File: src/rtl/systolic_collect_pkg.sv
// Shared constants and element addressing for the systolic array edge logic.
// The left-side feeder and the bottom-side collector use the same element layout.
package systolic_collect_pkg;

  localparam int DATA_SIZE   = 8;
  localparam int MAC_WIDTH   = 4;
  localparam int RESULT_SIZE = 2 * DATA_SIZE;

  typedef enum logic {
    COLLECT = 1'b0,
    HOLD    = 1'b1
  } collect_state_e;

  // Bit offset of element (r,c) inside a flattened row-major matrix.
  function automatic int elem_offset(input int r, input int c,
                                     input int mac_width   = MAC_WIDTH,
                                     input int result_size = RESULT_SIZE);
    return (r * mac_width + c) * result_size;
  endfunction

endpackage

File: src/rtl/systolic_collect_lane.sv
// One output column of the array: tracks which row the next beat lands in,
// whether the column is complete, and flags beats that arrive after completion.
module systolic_collect_lane
  import systolic_collect_pkg::*;
#(
  parameter int MAC_WIDTH = systolic_collect_pkg::MAC_WIDTH,
  parameter int ROW_W     = (MAC_WIDTH > 1) ? $clog2(MAC_WIDTH) : 1
) (
  input  logic             clock,
  input  logic             reset,
  input  logic             beat_valid,
  input  logic             in_ready,
  input  logic             clear,
  output logic             wr_en,
  output logic [ROW_W-1:0] wr_row,
  output logic             done,
  output logic             overflow
);

  localparam logic [ROW_W-1:0] LAST_ROW = ROW_W'(MAC_WIDTH - 1);

  logic [ROW_W-1:0] row_cnt;
  logic             done_q;
  logic             last_beat;

  always_comb begin
    wr_en     = beat_valid && in_ready && !done_q;
    overflow  = beat_valid && in_ready && done_q;
    wr_row    = row_cnt;
    last_beat = wr_en && (row_cnt == LAST_ROW);
    // Includes a completing beat accepted this cycle so the top can leave
    // COLLECT on the same edge that writes the final element.
    done      = done_q || last_beat;
  end

  // NOTE: sequential state uses non-blocking assignments so every register
  // samples pre-edge values regardless of statement order.
  always_ff @(posedge clock) begin
    if (reset) begin
      row_cnt <= '0;
      done_q  <= 1'b0;
    end else begin
      if (clear)          done_q <= 1'b0;
      else if (last_beat) done_q <= 1'b1;

      if (wr_en) row_cnt <= (row_cnt == LAST_ROW) ? '0 : row_cnt + 1'b1;
    end
  end

endmodule

File: src/rtl/systolic_collect_out.sv
// De-skews per-column result streams from the array's bottom edge into one
// result matrix and offers it on a valid/ready handshake with a single buffer.
module systolic_collect_out
  import systolic_collect_pkg::*;
#(
  parameter int MAC_WIDTH   = systolic_collect_pkg::MAC_WIDTH,
  parameter int RESULT_SIZE = systolic_collect_pkg::RESULT_SIZE
) (
  input  logic                                   clock,
  input  logic                                   reset,
  input  logic [RESULT_SIZE*MAC_WIDTH-1:0]       lane_in,
  input  logic [MAC_WIDTH-1:0]                   lane_valid,
  output logic                                   in_ready,
  output logic [RESULT_SIZE*MAC_WIDTH*MAC_WIDTH-1:0] matrix_out,
  output logic                                   matrix_valid,
  input  logic                                   matrix_ready,
  output logic                                   overflow_err
);

  localparam int ROW_W = (MAC_WIDTH > 1) ? $clog2(MAC_WIDTH) : 1;

  collect_state_e state_q, state_d;

  logic [MAC_WIDTH-1:0] wr_en;
  logic [MAC_WIDTH-1:0] lane_done;
  logic [MAC_WIDTH-1:0] lane_overflow;
  logic [ROW_W-1:0]     wr_row [MAC_WIDTH];
  logic                 handoff;

  assign in_ready     = (state_q == COLLECT);
  assign matrix_valid = (state_q == HOLD);
  assign handoff      = matrix_valid && matrix_ready;

  for (genvar g = 0; g < MAC_WIDTH; g++) begin : g_lane
    systolic_collect_lane #(
      .MAC_WIDTH (MAC_WIDTH),
      .ROW_W     (ROW_W)
    ) u_lane (
      .clock      (clock),
      .reset      (reset),
      .beat_valid (lane_valid[g]),
      .in_ready   (in_ready),
      .clear      (handoff),
      .wr_en      (wr_en[g]),
      .wr_row     (wr_row[g]),
      .done       (lane_done[g]),
      .overflow   (lane_overflow[g])
    );
  end

  // NOTE: the default assignment first keeps every path assigned, so no latch
  // is inferred for state_d.
  always_comb begin
    state_d = state_q;
    unique case (state_q)
      COLLECT: if (&lane_done)   state_d = HOLD;
      HOLD:    if (matrix_ready) state_d = COLLECT;
      default: state_d = COLLECT;
    endcase
  end

  always_ff @(posedge clock) begin
    if (reset) state_q <= COLLECT;
    else       state_q <= state_d;
  end

  // NOTE: the matrix buffer is reset because its value is a visible output;
  // between matrices it is simply overwritten, never cleared.
  always_ff @(posedge clock) begin
    if (reset) begin
      matrix_out <= '0;
    end else begin
      for (int r = 0; r < MAC_WIDTH; r++) begin
        for (int c = 0; c < MAC_WIDTH; c++) begin
          if (wr_en[c] && (wr_row[c] == ROW_W'(r)))
            matrix_out[elem_offset(r, c, MAC_WIDTH, RESULT_SIZE) +: RESULT_SIZE]
              <= lane_in[c*RESULT_SIZE +: RESULT_SIZE];
        end
      end
    end
  end

  always_ff @(posedge clock) begin
    if (reset)               overflow_err <= 1'b0;
    else if (|lane_overflow) overflow_err <= 1'b1;
  end

endmodule
File: config.mk
export PLATFORM = sky130hd
export DESIGN_NAME = systolic_collect_out
export DESIGN_NICKNAME = d
export VERILOG_FILES = /design/src/rtl/systolic_collect_pkg.sv /design/src/rtl/systolic_collect_lane.sv /design/src/rtl/systolic_collect_out.sv
export SDC_FILE = /design/constraint.sdc
export NUM_CORES = 1
export LEC_CHECK = 0
export BUFFER_PORTS_ARGS = -buffer_cell sky130_fd_sc_hd__buf_4
export CAP_MARGIN = 20
export CORE_ASPECT_RATIO = 1.4
export CORE_UTILIZATION = 40
export DETAILED_ROUTE_END_ITERATION = 10
export PLACE_DENSITY = 0.72
export REMOVE_ABC_BUFFERS = 1
export SETUP_SLACK_MARGIN = 0.2
export SLEW_MARGIN = 20
export SYNTH_ARGS = -nofsm -noshare
export SYNTH_HDL_FRONTEND = slang
export SYNTH_SLANG_ARGS = --single-unit
File: constraint.sdc
create_clock -name clock -period 4.27 [get_ports clock]
set_clock_uncertainty 0.2 [all_clocks]
set_input_delay 0.854 -clock clock [delete_from_list [all_inputs] [get_ports clock]]
set_output_delay 0.854 -clock clock [all_outputs]
set_load 0.01 [all_outputs]
==> results of run 1 <==
-- path summary, 6_finish.rpt --
check / from / end / slack (ns) / cells past startpoint
setup reg to reg: matrix_valid$_SDFF_PP0_ / matrix_out[102]$_SDFFE_PP0P_ / 2.10 / 4
setup / recovery: matrix_valid$_SDFF_PP0_ / in_ready / 1.58 / 2
hold / removal: matrix_out[5]$_SDFFE_PP0P_ / matrix_out[5]$_SDFFE_PP0P_ / 0.25 / 2
hold reg to reg: matrix_out[5]$_SDFFE_PP0P_ / matrix_out[5]$_SDFFE_PP0P_ / 0.25 / 2
-- cell usage in the layout, fill, tap and decap left out --
cell type,synthesis,layout
nand3_1,1,1
and2_1,14,14
ha_1,16,16
buf_4,6,329
a21oi_1,226,226
or4_1,1,1
bufinv_16,0,1
clkinv_2,0,4
nor3b_4,4,4
a22oi_1,2,2
inv_2,1,1
a21o_1,1,1
dfxtp_1,270,270
nand2_1,527,527
and2_4,1,1
a31oi_1,4,4
inv_1,8,8
buf_12,0,2
clkbuf_8,0,11
nor2_1,27,27
and3_1,1,1
a21oi_2,40,40
clkbuf_16,0,27
clkbuf_1,30,4
-- tightest hold or removal path, stage by stage, from the launching register on --
cell and delay (ns):
dfxtp_1 0.31, nand2_1 0.05, a21oi_1 0.05
-- registers in the layout, summed over array words and instances (netlist names) --
name and cells:
g_lane.u_lane.done_q 4, g_lane.u_lane.wr_row 8, matrix_out 256, matrix_valid 1
overflow_err 1
-- cells by family after synthesis --
family          Yosys count
compound gates          273
fa+ha+maj                16
flops                   270
simple gates            576
buf+inv                  91
-- per-layer routing --
layer / share of wire, % / vias up / track usage (%)
li1: - / 4474 / -
met1: 39 / 4185 / 24.69
met2: 51 / 279 / 39.64
met3: 6.0 / 67 / 4.574
met4: 4.0 / 0 / 9.767
met5: 0 / - / 0
-- metrics by stage --
step	hold slack (ns)	utilization [%]
floorplan	0.2745	-
global placement	0.2424	50.25
detailed placement	0.2469	50.25
CTS	0.2556	53.82
global route	0.2678	53.82
finish	0.2537	53.82
-- where the power goes --
part	internal (uW)	total (uW)	switching [uW]
clock	1380	2350	970
sequential	2610	2660	51.3
combinational	226	557	332
total	4220	5570	1350
-- cell type report --
cell class	count	share of cell area (%)
Clock buffer	41	6.259
Clock inverter	5	0.3782
Inverter	9	0.2553
Multi-Input combinational cell	865	30.22
Sequential cell	270	40.84
Tap cell	315	2.978
Timing Repair Buffer	332	19.07
==> summary.md, run 1 <==
| Metric | Value |
|---|---|
| Power Total | 5571 uW |
| Slew @ Worst Pin | between 0.7 and 0.8 ns |
| RSZ-0062 raised after global routing | false |
| Max-Slew Margin vs Limit | 47.21% |
| Static Leak | 0.005372 uW |
| Slowest-stage cell, CP | dfxtp_1 |
| Initial antenna violation count | 0 |
| Endpoint class of the critical path | output pin |
| Initial Util | 40.57% |
| Gr ovfl total | 0 |
| Peak VDD IR | 0.3267 mV |
| Final Cell Area | approximately 0.013 sq mm |
| CTS clk-pin slew, worst paths | 0.07 ns |
| Area delta synth->final | 32.68% |
| Drt total wl | 28.82 mm |
| Final Hold Vio Count | 0 |
| Skew-Pair Late Insertion Delay | 0.52 ns |
| Crit-path cells | inv_2 -> buf_4 |
| Slowest Stage Delay on Critical Path | roughly 0.72 ns |
| Max-cap violations | 0 |
| Seq/Total Area, Yosys | a little over half |
| Placed cell count | 1,791 |
| Dominant cell type by area after synthesis | dfxtp_1 |
| Post-route worst setup slack | 1.583 ns |
| Status | finished clean |
| WP buf/inv | 2 |
| Site Rows | 68 |
| Synth Area in XOR/XNOR | 0% |
| CP required | 3.22 ns |
| DRC Markers | 0 |
| Post-route minimum period | 2.687 ns |
| Crit path max fanout | 9 |
| Fillers | 2,307 |
| Tot GR Track Use | 22.06% |
| Critical path class | register to output pin |
| Post-CTS sizing | 0 |
| Net count, final | around 1,600 |
| Average wire per standard cell | between 15 and 20 microns |
| DR vias/cell | 4.902 |
| Vias in the first global route | ~8,600 |
| Highest Clock Rate | 372.2 MHz |
| Area share of and/or/nand/nor cells after synthesis | around 23% |
| H-Tree Depth | 1 |
| TritonCTS clock tree | done |
| Gp weighted congestion | 0.7783 |
| Number of top-level pins | 330 |
| CTS Buf Count | 26 |
| Largest family of logic cells by synthesized area | simple AND/OR/NAND/NOR gates |
| Crit path arrival time | approximately 1.6 ns |
| Pre-antenna DRT Iters | 4 |
| Synth top cells by count | 527 x nand2_1, 270 x dfxtp_1, 226 x a21oi_1, 40 x a21oi_2, 30 x clkbuf_1 |
| FFs w/ async S/R, synth | 0% |
| Synth Area in Compound Gates | between 15 and 20% |
| Post-Syn Instances | 1,226 |
| Final Setup Violations | 0 |
| Max Slew Vio Count | 0 |
| Seq cells post-synth | 270 |
| Port buffer count | 329 |
| Cell Area, Synth | 0.009975 sq mm |
| Worst min path class | register to register |
| Post-route ant nets | 0 |
| Drt first-iter violations | 401 |
| Largest net degree at the start of global routing | 102 |
| Area contributors post-synth | dfxtp_1 54%, nand2_1 20%, a21oi_1 11%, a21oi_2 3.5%, buf_6 2.1% |
| First-pass GRT wire length | 44.89 mm |
| Most common cell in the netlist | nand2_1 |
| Syn_area_per_cell | 8.136 sq um |
| Post-Layout Cell Count | 1,837 |
| Post-synthesis adder-cell area fraction | 2.007% |
| Die area | 0.02558 sq mm |
| Synth top area share | 54.19% |
| Share of cells above drive strength 1 | 27.60% |
| Synth Flop Type | dfxtp_1 |
| Die outline width | 135.5 microns |
| Setup TNS | 0 ns |
| Post-CTS Hold Buffers | 0 |
| Vias | 9,005 |
| # diodes | 0 |
| EDFF count, synth | 0 |
| PwrDens | 421.0 mW/mm^2 |
| Setup Buffers After CTS | 0 |
| Longest Clk Path Bufs | 3 |
| Clk sinks | 270 |
| Sequential cell area | 0.005405 sq mm |
| CTS root buf | clkbuf_16 |
| CP Launch Type | register |
| Placed Area | 0.01236 sq mm |
| Yosys warns | 0 |
| Netlist cell types | 23 |
| Period utilisation layout | 62.92% |
| Multi-input gate area | 0.003999 sq mm |
| Place WS | 1.681 ns |
| Mux share of post-synthesis cell area | 0% |
| Core ar. | 0.02459 sq mm |
| Top delay family on crit path | flip-flops |
| DP HPWL | ~20 mm |
| Die height | around 190 microns |
Power figures use the tool's default switching activity.
==> run 2, diff against run 1 <==
--- a/config.mk
+++ b/config.mk
@@ -10,7 +10,7 @@
 export CORE_ASPECT_RATIO = 1.4
 export CORE_UTILIZATION = 40
 export DETAILED_ROUTE_END_ITERATION = 10
-export PLACE_DENSITY = 0.72
+export PLACE_DENSITY = 0.74
 export REMOVE_ABC_BUFFERS = 1
 export SETUP_SLACK_MARGIN = 0.2
 export SLEW_MARGIN = 20
==> constraint.sdc (replaced) <==
create_clock -name clock -period 2.39 [get_ports clock]
set_clock_uncertainty 0.2 [all_clocks]
set_input_delay 0.478 -clock clock [delete_from_list [all_inputs] [get_ports clock]]
set_output_delay 0.478 -clock clock [all_outputs]
set_load 0.01 [all_outputs]
==> summary.md, run 2 (synthesized netlist as in run 1, its figures left out) <==
| Metric | Value |
|---|---|
| Status | finished clean |
| Power share of the clock group | 41.0% (-1.2 points) |
| TritonCTS clock tree | done |
| DR WL met2 | 14.85 mm (+1.3%) |
| Max Slew Vio Count | 0 (unchanged) |
| Die area | 0.02558 sq mm (unchanged) |
| Initial Util | 40.57% (unchanged) |
| Sequential cell area | 0.005406 sq mm (about the same) |
| CP required | 1.71 ns (-1.51 ns) |
| Seq pwr share | 48.3% (+0.5 points) |
| Commonest non-fill, non-tap cell in the layout | nand2_1 |
| Final Hold Vio Count | 0 (unchanged) |
| CTS Buf Count | 27 (+3.8%) |
| Routed length on met3 | 1.764 mm (+1.3%) |
| RSZ-0062 raised after global routing | false |
| PwrDens | 727.4 mW/mm^2 (+73%) |
| Crit path arrival time | 1.34 ns (-0.29 ns) |
| H-Tree Depth | 1 (unchanged) |
| Gp weighted congestion | 0.7977 (+2.5%) |
| Largest net degree at the start of global routing | 77 (-25%) |
| Gr ovfl total | 0 (unchanged) |
| Die height | 188.8 microns (unchanged) |
| Fillers | 2,248 (-2.6%) |
| Placed Area | 0.01265 sq mm (+2.4%) |
| CTS root buf | clkbuf_16 |
| Drt first-iter violations | 373 (-7.0%) |
| Core ar. | 0.02459 sq mm (unchanged) |
| Longest Clk Path Bufs | 3 (unchanged) |
| Max-Slew Margin vs Limit | 54.05% (+6.8 points) |
| Worst min path class | primary input to register |
| Multi-input gate area | 0.003999 sq mm (unchanged) |
| Post-route ant nets | 0 (unchanged) |
| Pre-antenna DRT Iters | 4 (unchanged) |
| Most frequent cells in the layout | 527 x nand2_1, 366 x buf_4, 269 x dfxtp_1 |
| # diodes | 0 (unchanged) |
| Met1 wire length | 10.97 mm (-2.5%) |
| Biggest register | matrix_out |
| Critical path class | register to output pin |
| Site Rows | 68 (unchanged) |
| Max-cap violations | 0 (unchanged) |
| Switch Pwr | 2396 uW (+77%) |
| Highest Clock Rate | roughly 500 MHz |
| Vias | 9,179 (+1.9%) |
| Worst reg-to-reg setup slack | 0.54 ns (-1.56 ns) |
| Post-route minimum period | 2.018 ns |
| CTS clk-pin slew, worst paths | 0.06 ns (about the same) |
| Tot GR Track Use | 21.70% (-0.37 points) |
| Slew @ Worst Pin | 0.6892 ns (-0.1027 ns) |
| Port buffer count | 329 (unchanged) |
| Area delta synth->final | 35.65% |
| Share of cells above drive strength 1 | 29.32% (+1.7 points) |
| Endpoint class of the critical path | output pin |
| Top layer in use | met4 |
| Crit path max fanout | 9 (unchanged) |
| Vias in the first global route | 8,566 (-0.14%) |
| Sw frac | 24.35% (+0.057 points) |
| DRC Markers | 0 (unchanged) |
| Drt total wl | 28.56 mm (-0.88%) |
| DP HPWL | 20.28 mm (+3.2%) |
| Initial antenna violation count | 0 (unchanged) |
| Net count, final | 1,633 (+2.6%) |
| Max reg flops | 256 (unchanged) |
| Setup TNS | 0 ns (unchanged) |
| Clk sinks | 270 (unchanged) |
| Die outline width | 135.5 microns (unchanged) |
| Average wire per standard cell | 15.22 microns (-3.0%) |
| DR vias/cell | 4.890 (-0.24%) |
| Skew-Pair Late Insertion Delay | 0.52 ns (about the same) |
| Static Leak | 0.005551 uW (+3.3%) |
| Final Cell Area | 0.01353 sq mm (+2.2%) |
| Peak VDD IR | 0.5927 mV (+81%) |
| First-pass GRT wire length | 44.46 mm (-0.95%) |
| Pint | 7445 uW (+77%) |
| CP Launch Type | register |
| Number of top-level pins | 330 (unchanged) |
| Setup Buffers After CTS | 0 (unchanged) |
| Period utilisation layout | 84.45% |
| Comb pwr share | 10.7% (+0.7 points) |
| Final Setup Violations | 0 (unchanged) |
## run 2: per-stage QoR
step                hold slack (ns)  instances  worst slack (ns)  util (%)  power, uW
finish                      0.02089       1877            0.3717     55.03       9842
global route               0.004035       1877            0.3033     55.03      10240
CTS                        0.001171       1877            0.3452     55.03       9947
detailed placement           0.2468       1829            0.3945     51.46       5912
global placement             0.2415       1829            0.4323     51.46       5884
floorplan                    0.2745       1144            0.6508         -       5255
## run 2: final cells by class
class	instances	share of cell area [%]
Clock buffer	40	6.020
Clock inverter	5	0.2312
Inverter	9	0.2497
Multi-Input combinational cell	865	29.55
Sequential cell	270	39.96
Tap cell	315	2.913
Timing Repair Buffer	373	21.07
## run 2: power groups by stage
stage               registers [uW]  clock network (uW)  logic [uW]
CTS                           4760                4130        1060
global route                  4770                4310        1150
global placement              4850                   0        1040
floorplan                     4910                   0         341
finish                        4760                4030        1050
detailed placement            4850                   0        1060
## run 2: path summary, 6_finish.rpt
check | from | endpoint | depth (start not counted)
max | matrix_valid$_SDFF_PP0_ | in_ready | 2
min | lane_in[28] | matrix_out[220]$_SDFFE_PP0P_ | 3
max reg2reg | matrix_valid$_SDFF_PP0_ | matrix_out[95]$_SDFFE_PP0P_ | 5
min reg2reg | matrix_out[190]$_SDFFE_PP0P_ | matrix_out[190]$_SDFFE_PP0P_ | 2
## run 2: what timing repair did
| action | 4_1_cts | 5_1_grt |
|---|---|---|
| endpoints found under the hold margin | 4 | 0 |
| hold buffers | 3 | 0 |
| resized for setup | 1 | 0 |
| endpoints found under the setup margin | 1 | 0 |
## run 2: worst max-delay path, cell delays in order (launching register included)
cell,delay (ns)
dfxtp_2,0.52
inv_2,0.13
buf_4,0.17
## run 2: routing by layer
metal  GRT usage, %  vias up
li1               -     4555
met1          23.89     4270
met2          40.18      296
met3          4.224       58
met4          8.384        0
met5              0        -
==> run 3, diff against run 2 <==
--- a/config.mk
+++ b/config.mk
@@ -10,7 +10,7 @@
 export CORE_ASPECT_RATIO = 1.4
 export CORE_UTILIZATION = 40
 export DETAILED_ROUTE_END_ITERATION = 10
-export PLACE_DENSITY = 0.74
+export PLACE_DENSITY = 0.72
 export REMOVE_ABC_BUFFERS = 1
 export SETUP_SLACK_MARGIN = 0.2
 export SLEW_MARGIN = 20
==> constraint.sdc (replaced) <==
create_clock -name clock -period 2 [get_ports clock]
set_clock_uncertainty 0.2 [all_clocks]
set_input_delay 0.4 -clock clock [delete_from_list [all_inputs] [get_ports clock]]
set_output_delay 0.4 -clock clock [all_outputs]
set_load 0.01 [all_outputs]
==> summary.md, run 3 (synthesized netlist as in run 1, its figures left out) <==
| Metric | Value |
|---|---|
| PwrDens | 843.5 mW/mm^2 (+16%) |
| Vias | 9,574 (+4.3%) |
| Die outline width | 135.5 microns (unchanged) |
| Vias in the first global route | 9,290 (+8.5%) |
| Status | finished clean |
| First-pass GRT wire length | 46.70 mm (+5.0%) |
| Commonest non-fill, non-tap cell in the layout | nand2_1 |
| CTS Buf Count | 26 (-3.7%) |
| Switch Pwr | 2946 uW (+23%) |
| Core ar. | 0.02459 sq mm (unchanged) |
| Net count, final | 1,718 (+5.2%) |
| Setup TNS | 0 ns (unchanged) |
| Most frequent cells in the layout | 526 x nand2_1, 362 x buf_4, 269 x dfxtp_1 |
| Endpoint class of the critical path | output pin |
| Slew @ Worst Pin | 0.3885 ns (-0.3007 ns) |
| Seq pwr share | 46.0% (-2.3 points) |
| CTS root buf | clkbuf_16 |
| Fillers | 2,104 (-6.4%) |
| Slowest Stage Delay on Critical Path | 0.39 ns (-0.13 ns) |
| Average wire per standard cell | 15.67 microns (+3.0%) |
| Skew-Pair Late Insertion Delay | 0.52 ns (about the same) |
| Comb pwr share | 11.9% (+1.2 points) |
| DP HPWL | 20.38 mm (+0.51%) |
| Gr ovfl total | 0 (unchanged) |
| DR vias/cell | 4.870 (-0.42%) |
| Max reg flops | 256 (unchanged) |
| Number of top-level pins | 330 (unchanged) |
| DRC Markers | 0 (unchanged) |
| Drt first-iter violations | 416 (+12%) |
| Peak VDD IR | 0.6556 mV (+11%) |
| WP buf/inv | 3 (+1) |
| Slowest-stage cell, CP | dfxtp_4 |
| Site Rows | 68 (unchanged) |
| Post-Layout Cell Count | 1,966 (+4.7%) |
| Drt total wl | 30.82 mm (+7.9%) |
| Critical path class | register to output pin |
| Hold depth | 3 (unchanged) |
| Biggest register | matrix_out |
| Placed cell count | 1,835 (+0.33%) |
| Die area | 0.02558 sq mm (unchanged) |
| CP required | 1.40 ns (-0.31 ns) |
| Max-cap violations | 0 (unchanged) |
| Post-route ant nets | 0 (unchanged) |
| Top delay family on crit path | flip-flops |
| Pre-antenna DRT Iters | 5 (+1) |
| Worst Reg-to-Reg Cells | 6 (+1) |
| Share of cells above drive strength 1 | 29.39% (+0.073 points) |
| Die height | 188.8 microns (unchanged) |
| Largest net degree at the start of global routing | 80 (+3.9%) |
| Cell mode on critical path | buf_6 |
| Gp weighted congestion | 0.8026 (+0.61%) |
| H-Tree Depth | 1 (unchanged) |
| Static Leak | 0.006049 uW (+9.0%) |
| Port buffer count | 329 (unchanged) |
| Clk sinks | 270 (unchanged) |
| Crit path arrival time | 1.18 ns (-0.16 ns) |
| Crit-path cells | buf_6 -> inv_4 -> buf_6 |
| Critical path depth | 3 (+1) |
| Pint | 9399 uW (+26%) |
| Highest Clock Rate | 561.5 MHz |
| Sw frac | 23.86% (-0.49 points) |
| Final Setup Violations | 0 (unchanged) |
| Tot GR Track Use | 22.82% (+1.1 points) |
| Multi-input gate area | 0.004024 sq mm (+0.63%) |
| Final Hold Vio Count | 0 (unchanged) |
| Max-Slew Margin vs Limit | 74.10% (+20 points) |
| Sequential cell area | 0.005409 sq mm (about the same) |
| RSZ-0062 raised after global routing | true |
| Longest Clk Path Bufs | 3 (unchanged) |
| TritonCTS clock tree | done |
| Post-route minimum period | 1.781 ns |
| Power share of the clock group | 42.1% (+1.1 points) |
| CP Launch Type | register |
| Initial antenna violation count | 0 (unchanged) |
| CTS clk-pin slew, worst paths | 0.07 ns (about the same) |
| Area delta synth->final | 46.73% |
| Max Slew Vio Count | 0 (unchanged) |
| Period utilisation layout | ~90% |
| Initial Util | 40.57% (unchanged) |
| Crit path max fanout | 5 (-4) |
| Worst min path class | primary input to register |
run 3: cell types whose count changed in the layout (fill, tap and decap cells not counted), moves of 3 or more:
| cell | before | now |
|---|---|---|
| dlygate4sd3_1 | 3 | 67 |
| and2_1 | 14 | 11 |
| bufinv_16 | 0 | 4 |
| buf_12 | 3 | 11 |
| clkbuf_8 | 10 | 5 |
| buf_6 | 0 | 12 |
| and2_4 | 1 | 4 |
| buf_4 | 366 | 362 |
run 3: timing repair:
| item | in CTS | in global routing |
|---|---|---|
| cloned | 0 | 2 |
| resized for setup | 4 | 29 |
| buffers inserted | 6 | 6 |
| setup endpoints to repair | 45 | 136 |
| pin swaps | 2 | 3 |
| hold buffers | 69 | 0 |
| hold endpoints to repair | 260 | 0 |
run 3: power groups by stage:
stage | clock (uW) | combinational, uW | sequential [uW]
3_3_place_gp | 0 | 1270 | 5790
2_1_floorplan | 0 | 408 | 5870
4_1_cts | 5340 | 1420 | 5680
6_report | 5190 | 1470 | 5680
3_5_place_dp | 0 | 1290 | 5800
5_1_grt | 5530 | 1590 | 5700
run 3: metrics by stage:
step	area [sq um]	power (uW)	setup WS, ns	util [%]	hold WS, ns
finish	14640	12340	0.2190	59.52	0.04006
global route	14630	12820	0.1718	59.51	0.03523
CTS	14430	12430	0.1669	58.67	0.001977
detailed placement	12770	7094	0.1657	51.95	0.2478
global placement	12770	7062	0.2472	51.95	0.2428
floorplan	9438	6279	0.2608	-	0.2624
run 3: final cells by class:
type                            count  area share (%)
Antenna cell                        1         0.01710
Clock inverter                     10           1.052
Inverter                            9          0.2479
Tap cell                          315           2.693
Clock buffer                       37           5.147
Multi-Input combinational cell    865           27.49
Timing Repair Buffer              459           26.39
Sequential cell                   270           36.96
run 3: worst paths after layout:
| check | startpoint | slack, ns | endpoint |
|---|---|---|---|
| worst max-delay path | matrix_valid$_SDFF_PP0_ | 0.22 | in_ready |
| worst max register to register | matrix_valid$_SDFF_PP0_ | 0.28 | matrix_valid$_SDFF_PP0_ |
| worst min register to register | matrix_out[160]$_SDFFE_PP0P_ | 0.25 | matrix_out[160]$_SDFFE_PP0P_ |
| worst min-delay path | matrix_ready | 0.04 | matrix_valid$_SDFF_PP0_ |
run 3: metal layers:
layer | global-route usage (%) | vias to the layer above | part of all wire (%)
met5 | 0 | - | 0
met4 | 10.85 | 0 | 4.8
met3 | 4.224 | 85 | 5.7
met2 | 42.03 | 333 | 51
met1 | 24.66 | 4415 | 39
li1 | - | 4741 | -
run 3: worst reg2reg max path, cell delays in order (launching register included):
cell	delay, ns
dfxtp_4	0.37
buf_6	0.13
inv_4	0.05
buf_4	0.13
a31oi_1	0.09
or4_1	0.53
a21oi_1	0.15
